### src/rtl/geofence_pkg.sv
// geofence_pkg: shared point record, feeder FSM states and width helper
package geofence_pkg;
    localparam int NUM_PTS = 6;

    typedef struct packed {
        logic [9:0]  x;
        logic [9:0]  y;
        logic [10:0] r;
    } point_t;

    typedef enum logic [2:0] {
        ST_IDLE, ST_PRIME, ST_LOAD, ST_SEND, ST_WAIT, ST_WRITE, ST_DONE
    } feeder_state_e;

    // counter width that never collapses to zero bits when n==1
    function automatic int cw(input int n);
        return (n > 1) ? $clog2(n) : 1;
    endfunction
endpackage

### src/rtl/geofence_addr_gen.sv
// geofence_addr_gen: object/point counters and point memory address
module geofence_addr_gen
    import geofence_pkg::*;
#(
    parameter int NUM_OBJ = 50
) (
    input  logic                             clk,
    input  logic                             reset,
    input  logic                             clr_i,
    input  logic                             pt_inc_i,
    input  logic                             obj_inc_i,
    output logic [cw(NUM_OBJ*NUM_PTS)-1:0]   mem_addr_o,
    output logic [cw(NUM_OBJ)-1:0]           obj_o,
    output logic                             last_pt_o,
    output logic                             last_obj_o
);
    localparam int AW = cw(NUM_OBJ * NUM_PTS);
    localparam int OW = cw(NUM_OBJ);
    localparam int KW = cw(NUM_PTS);

    logic [OW-1:0] obj_q, obj_d;
    logic [KW-1:0] k_q, k_d;

    assign last_pt_o  = k_q == KW'(NUM_PTS - 1);
    assign last_obj_o = obj_q == OW'(NUM_OBJ - 1);
    assign obj_o      = obj_q;
    assign mem_addr_o = AW'(obj_q) * AW'(NUM_PTS) + AW'(k_q);

    always_comb begin
        obj_d = clr_i ? '0 : (obj_inc_i && !last_obj_o) ? obj_q + 1'b1 : obj_q;
        k_d   = (clr_i || obj_inc_i) ? '0 : pt_inc_i ? k_q + 1'b1 : k_q;
    end

    always_ff @(posedge clk or negedge reset) begin
        if (!reset) begin
            obj_q <= '0;
            k_q   <= '0;
        end else begin
            obj_q <= obj_d;
            k_q   <= k_d;
        end
    end
endmodule

### src/rtl/geofence_feeder.sv
// geofence_feeder: streams object points to the geofence receiver and records its verdicts
module geofence_feeder
    import geofence_pkg::*;
#(
    parameter int NUM_OBJ = 50,
    parameter int TIMEOUT = 1023
) (
    input  logic                           clk,
    input  logic                           reset,
    input  logic                           start,
    output logic [cw(NUM_OBJ*NUM_PTS)-1:0] mem_addr,
    input  logic [30:0]                    mem_rdata,
    output logic [9:0]                     X,
    output logic [9:0]                     Y,
    output logic [10:0]                    R,
    input  logic                           valid,
    input  logic                           is_inside,
    output logic                           res_we,
    output logic [cw(NUM_OBJ)-1:0]         res_addr,
    output logic                           res_data,
    output logic                           busy,
    output logic                           done,
    output logic                           timeout_err,
    output logic                           proto_err
);
    localparam int WW = $clog2(TIMEOUT + 1);
    localparam int SW = cw(NUM_PTS);
    localparam int OW = cw(NUM_OBJ);

    feeder_state_e state_q, state_d;
    point_t        pt_q, pt_d;
    logic [WW-1:0] wcnt_q, wcnt_d;
    logic [SW-1:0] snd_q, snd_d;
    logic          cap_q, cap_d, tmo_q, tmo_d, perr_q, perr_d;
    logic [OW-1:0] obj;
    logic          last_pt, last_obj, accept, timed_out, pt_inc;

    geofence_addr_gen #(.NUM_OBJ(NUM_OBJ)) u_addr (
        .clk        (clk),
        .reset      (reset),
        .clr_i      (accept),
        .pt_inc_i   (pt_inc),
        .obj_inc_i  (state_q == ST_WRITE),
        .mem_addr_o (mem_addr),
        .obj_o      (obj),
        .last_pt_o  (last_pt),
        .last_obj_o (last_obj)
    );

    assign accept    = (state_q == ST_IDLE) && start;
    assign timed_out = wcnt_q == WW'(TIMEOUT - 1);
    // address leads the registered point by one, so it starts in PRIME and parks on the last point
    assign pt_inc    = (state_q inside {ST_PRIME, ST_LOAD, ST_SEND}) && !last_pt;

    always_comb begin
        state_d = state_q;
        case (state_q)
            ST_IDLE:  state_d = start ? ST_PRIME : ST_IDLE;
            ST_PRIME: state_d = ST_LOAD;
            ST_LOAD:  state_d = ST_SEND;
            ST_SEND:  state_d = (snd_q == SW'(NUM_PTS - 1)) ? ST_WAIT : ST_SEND;
            ST_WAIT:  state_d = (valid || timed_out) ? ST_WRITE : ST_WAIT;
            ST_WRITE: state_d = last_obj ? ST_DONE : ST_PRIME;
            default:  state_d = ST_IDLE;
        endcase
        snd_d  = (state_q == ST_SEND) ? snd_q + 1'b1 : '0;
        wcnt_d = (state_q != ST_WAIT) ? '0 : &wcnt_q ? wcnt_q : wcnt_q + 1'b1;
        pt_d   = (state_d == ST_SEND) ? point_t'(mem_rdata) : '0;
        cap_d  = (state_q == ST_WAIT) ? (valid & is_inside) : cap_q;
        tmo_d  = accept ? 1'b0 : tmo_q | ((state_q == ST_WAIT) && timed_out && !valid);
        perr_d = accept ? 1'b0 : perr_q | (valid && (state_q != ST_WAIT));
    end

    always_ff @(posedge clk or negedge reset) begin
        if (!reset) begin
            state_q <= ST_IDLE;
            pt_q    <= '0;
            wcnt_q  <= '0;
            snd_q   <= '0;
            cap_q   <= 1'b0;
            tmo_q   <= 1'b0;
            perr_q  <= 1'b0;
        end else begin
            state_q <= state_d;
            pt_q    <= pt_d;
            wcnt_q  <= wcnt_d;
            snd_q   <= snd_d;
            cap_q   <= cap_d;
            tmo_q   <= tmo_d;
            perr_q  <= perr_d;
        end
    end

    assign X           = pt_q.x;
    assign Y           = pt_q.y;
    assign R           = pt_q.r;
    assign res_we      = state_q == ST_WRITE;
    assign res_addr    = res_we ? obj : '0;
    assign res_data    = res_we & cap_q;
    assign busy        = state_q != ST_IDLE;
    assign done        = state_q == ST_DONE;
    assign timeout_err = tmo_q;
    assign proto_err   = perr_q;
endmodule

### config.mk
export PLATFORM = sky130hd
export DESIGN_NAME = geofence_feeder
export DESIGN_NICKNAME = d
export VERILOG_FILES = /design/src/rtl/geofence_pkg.sv /design/src/rtl/geofence_addr_gen.sv /design/src/rtl/geofence_feeder.sv
export SDC_FILE = /design/constraint.sdc
export NUM_CORES = 1
export LEC_CHECK = 0
export CORE_UTILIZATION = 45
export CTS_BUF_LIST = sky130_fd_sc_hd__clkbuf_4 sky130_fd_sc_hd__clkbuf_8
export DETAILED_ROUTE_END_ITERATION = 10
export PLACE_DENSITY = 0.82
export SLEW_MARGIN = 40
export SYNTH_ARGS = -nofsm -noshare
export SYNTH_HDL_FRONTEND = slang
export SYNTH_SLANG_ARGS = --single-unit
### constraint.sdc
create_clock -name clk -period 3.95 [get_ports clk]
set_input_delay 0.79 -clock clk [delete_from_list [all_inputs] [get_ports clk]]
set_output_delay 0.79 -clock clk [all_outputs]
set_load 0.05 [all_outputs]
Yosys cells after proc, flatten, opt, wreduce, memory -nomap -nowiden
Index checks and enable logic that the tools add are counted.

cells by class
  eq/ne operators = 13
  reduce and logical (&&, ||, !) cells = 17
  $add $sub $neg = 5
  $mul = 1
  bitwise operators = 4
  mux-type cells = 16

operators by type and width
  cell                                                                   number
  31-bit two-way mux                                                     1
  10-bit two-way mux                                                     2
  6-bit two-way mux                                                      3
  3-bit one-hot mux with 6 select lines                                  1
  3-bit equality test, second input constant                             5
  3-bit two-way mux                                                      5
  10-bit by 1-bit adder with 10-bit output, second input constant        1
  10-bit equality test, second input constant                            1
  10-bit AND reduction                                                   1
  9-bit by 3-bit adder with 9-bit output                                 1
  3-bit by 2-bit equality test with 1-bit output, second input constant  3
  6-bit by 2-bit multiplier with 8-bit output, second input constant     1
  3-bit by 1-bit adder with 3-bit output, second input constant          2
  6-bit by 1-bit adder with 6-bit output, second input constant          1
  6-bit equality test, second input constant                             1
  1-bit logical AND                                                      6
  3-bit nonzero test                                                     2
  1-bit two-way mux                                                      4
  2-bit nonzero test                                                     2
  3-bit by 1-bit equality test with 1-bit output, second input constant  1
  1-bit zero test                                                        3
  3-bit zero test                                                        1
  3-bit inequality test, second input constant                           1
  1-bit bitwise AND                                                      2
  other kinds (3)                                                        5

storage, ports and cells
  logic and storage cells = 67
  output and inout port bits = 52
  input bits = 36
  bits in registers = 59

Depth between registers and ports, before layout
Gate-level depths: netlist of the first run.

  word-level depth = 6
  mapped depth = 8

By module
Synthesis of the first run repeated with hierarchy kept, for this count alone.

unflattened totals
  cells, all modules = 286
  area total of the unflattened synthesis = 2999.1 um^2

by module, submodules not included
  module             cells each  area each (um^2)  instances  sequential area each (um^2)
  geofence_feeder    187         2112.0            1          1251.2
  geofence_addr_gen  99          887.1             1          225.2

Least setup slack after synthesis of the first run
OpenSTA, ideal clock, no wires.

  kind = register to output
  from = register u_addr.obj_q[0] (netlist: u_addr.obj_o[0])
  to = output mem_addr[6]
  slack = 717 ps
  arrival time = 2443 ps
  data required time = 3160 ps
  cell stages (with the launch flop) = 7
  cells stage by stage = dfrtp_1 > ha_1 > fa_1 > xor2_1 > and3_1 > nand2_1 > xnor2_1

on the way
  longest elaborated chain between the ends = 2

RTL lines
  item                                         line                     RTL
  start: declaration                           geofence_addr_gen.sv:21  logic [OW-1:0] obj_q, obj_d;
  start signal: assignment                     geofence_addr_gen.sv:39  obj_q <= obj_d;
  6-bit by 2-bit multiplier with 8-bit output  geofence_addr_gen.sv:27  assign mem_addr_o = AW'(obj_q) * AW'(NUM_PTS) + AW'(k_q);
  9-bit by 3-bit adder with 9-bit output       geofence_addr_gen.sv:27
  end: declaration                             geofence_feeder.sv:11    output logic [cw(NUM_OBJ*NUM_PTS)-1:0] mem_addr,

No other way between the ends.

Final worst setup path of the first run
  from = register u_addr.obj_q[0] (netlist: u_addr.obj_o[0])
  to = output mem_addr[7]

Same word-level chain as after synthesis.

==> results of run 1 <==
kinds of logic (layout without fill, tap and decap cells):
kind of cell    count (synthesis)  after routing
simple gates                  120            120
compound gates                 27             27
buf+inv                        21            118
fa+ha+maj                      19             19
mux                             2              2
flops                          59             59
xor+xnor                       21             21
sequential cells by signal, summed over array words and instances (netlist names), 3 cells and up:
register	flops
R	11
X	10
Y	10
snd_q	3
state_q	3
u_addr.k_q	3
u_addr.obj_o	6
wcnt_q	10
routing by layer:
layer / global-route usage / wire length [um] / up-vias
li1: - / - / 1068
met2: 0.2934 / 2693 / 72
met5: 0 / 0 / -
met1: 0.2020 / 2279 / 1008
met3: 0.07778 / 512 / 10
met4: 0.08772 / 97 / 0
placed cells by master, fill, tap and decap left out, drive strengths merged, types with 6 or more instances in the layout:
cell type      synthesis  final
xnor2                 14     14
and2                  39     39
nor3                   7      7
o21ai                  9      9
a21oi                  8      8
clkbuf                 6     11
clkdlybuf4s50          0     83
nand3                  9      9
dfrtp                 59     59
nand2                 17     17
xor2                   6      6
nor2                  29     29
ha                    17     17
inv                   13     13
how the worst max path moves through the flow:
stage                           startpoint          end  slack, ps  cells after the start
2_1_floorplan  u_addr.obj_o[0]$_DFFE_PN0P_  mem_addr[6]        720                      6
3_3_place_gp   u_addr.obj_o[0]$_DFFE_PN0P_  mem_addr[7]        360                      8
3_5_place_dp   u_addr.obj_o[0]$_DFFE_PN0P_  mem_addr[7]        280                      8
4_1_cts        u_addr.obj_o[0]$_DFFE_PN0P_  mem_addr[6]         70                      7
5_1_grt        u_addr.obj_o[0]$_DFFE_PN0P_  mem_addr[5]         80                      6
6_report       u_addr.obj_o[0]$_DFFE_PN0P_  mem_addr[7]        220                      8
power by group through the flow:
stage	Sequential [mW]	Clock, mW	Combinational, mW
2_1_floorplan	1.35	0	1.06
3_3_place_gp	0.925	0	2.08
3_5_place_dp	0.935	0	2.11
4_1_cts	0.925	0.628	2.11
5_1_grt	0.951	0.660	2.25
6_report	0.923	0.616	2.09
layout make-up:
cell class / count / area share
Sequential cell: 59 / 0.3645
Multi-Input combinational cell: 189 / 0.3268
Tap cell: 75 / 0.02317
Inverter: 13 / 0.01205
Clock inverter: 5 / 0.01854
Timing Repair Buffer: 89 / 0.2175
Clock buffer: 11 / 0.03738
timing repair:
action                     4_1_cts  5_1_grt
setup endpoints to repair        2        1
hold endpoints to repair         0        0
setup buffers                    0        0
resized for setup                2        1
==> flow_summary.json, run 1 <==
{
  "die_h_um": 82.08,
  "synth_warnings": 0,
  "grt_start_max_net_pins": 32,
  "insertion_delay_ps": 330,
  "grt_pass1_wl_mm": 8.907,
  "fp.dieArea_um2": 6736,
  "netlist_area_um2": 2885,
  "worst_slack_ps": 221.1,
  "num_io_pins": 88,
  "timing.rr.start": "u_addr.obj_o[5]$_DFFE_PN0P_",
  "p_total_mw": 3.626,
  "worstSetupStartpointType": "register",
  "place_area_um2": 3824,
  "syn_area_per_cell_um2": 10.73,
  "post-route-util": 0.6682,
  "async_flop_share": 1.000,
  "initial_core_util": 0.4761,
  "wire_per_inst_um": 12.66,
  "seqCellArea_um2": 1476,
  "fin_tns_setup_ps": 0,
  "intPower_mw": 1.917,
  "netlist_instances": 269,
  "drv_cap": 0,
  "grt_antenna_before_repair": 0,
  "fmax_ghz": 0.2682,
  "yosysMostFrequentCell": "dfrtp_1",
  "ant_nets": 0,
  "synth_common_cells": "dfrtp_1, and2_1, nor2_1",
  "core_area_um2": 6061,
  "pre_cts_slack_ps": 284.1,
  "cp_slowest_stage_delay_ps": 520,
  "drt-vias-per-instance": 4.893,
  "holdPathEnd": "snd_q[0]$_DFF_PN0_",
  "ctsHtreeMaxLevel": 3,
  "finalCritPeriodShare": 0.9440,
  "area_delta_synth_final_pct": 40.37,
  "synthAdderAreaFrac": 0.08760,
  "crit_chain": "ha_1 > fa_1 > a21o_1 > a21oi_4 > xnor2_1 > nand3_1 > xnor3_1 > dlygate4sd2_1",
  "r2r_end": "u_addr.obj_o[5]$_DFFE_PN0P_",
  "multi_input_area_um2": 1324,
  "cp_data_required_time_ps": 3160,
  "gp_congestion": 0.8651,
  "yosysSeqAreaShare": 0.5117,
  "ctsHoldBuffers": 0,
  "layout.nets": 416,
  "cts_buffer_depth": 2,
  "synth-xor-area-share": 0.07112,
  "port_buffers": 87,
  "dr.pass1.iters": 4,
  "dp_hpwl_mm": 4.188,
  "synth_top_area_cell": "dfrtp_1",
  "remaining_drc_errors": 0,
  "whs_path_depth": 1,
  "power.share.switching": 0.4712,
  "leakagePower_nw": 1.838,
  "p_seq_frac": 0.255,
  "finalWirelength_mm": 5.582,
  "synthTopCellsByArea": "dfrtp_1, and2_1, ha_1",
  "end_kind": "primary output",
  "crit_fanout": 8,
  "synthMuxAreaShare": 0.006938,
  "hold_viol_final": 0,
  "grt_overflow": 0,
  "path_clk_slew_ps": 70,
  "fin_hold_ws_ps": 464.9,
  "vias": 2158,
  "grt_pass1_vias": 2043,
  "fin_crit_ps": 3729,
  "finalSetupViolCount": 0,
  "drive_gt1_frac": 0.07923,
  "synth_compound_area_frac": 0.06678,
  "combPwrFrac": 0.576,
  "slew_violations": 0,
  "yosys_most_used_dff": "dfrtp_1",
  "switchingPower_mw": 1.708,
  "ys_ff_latch": 59,
  "hp-start": "snd_q[0]$_DFF_PN0_",
  "place_inst": 425,
  "crit_path_top_delay_cell": "dlygate4sd2_1",
  "yosys.area_share.simple": 0.2264,
  "numCtsBuffers": 9,
  "reg2reg_depth": 6,
  "dr.first_iter.drc_count": 96,
  "reg2reg_slack_ps": 2220,
  "crit_buf_inv": 1,
  "holdCritPathClass": "register to register",
  "status": "finished clean",
  "worst_slew_pin_slew_ps": 641.4,
  "synth_top_family_by_area": "simple AND/OR/NAND/NOR gates",
  "fillers": 480,
  "final_area_um2": 4050,
  "cts_root_buf": "clkbuf_8",
  "skew_ps": 10.50,
  "die_x_um": 82.08,
  "synth_cell_types": 47,
  "n_antenna_cell": 0,
  "arrival_ps": 2940,
  "cts_tree": "yes",
  "synth_nets": 324,
  "worst_ir_drop_vdd_uv": 1050,
  "synth_edf_count": 0,
  "numClockSinks": 59,
  "yosysTopAreaCellShare": 0.5117,
  "grt_usage": 0.1804,
  "powerDensity_nw_per_um2": 895.2,
  "slew_headroom": 0.5724,
  "layoutNonFillerInstCount": 441,
  "cp_top_family": "adder cells",
  "rows": 28,
  "rsz0062_at_grt": "no",
  "crit_type": "register to primary output",
  "clkPwrFrac": 0.170
}
No activity file was read; power rests on OpenSTA's default activity.
==> run 2: changes to the inputs <==
Settings changed: SLEW_MARGIN 40 to default.
==> results of run 2 <==
No change in the layout: final DEF, timing and power equal those of run 1.
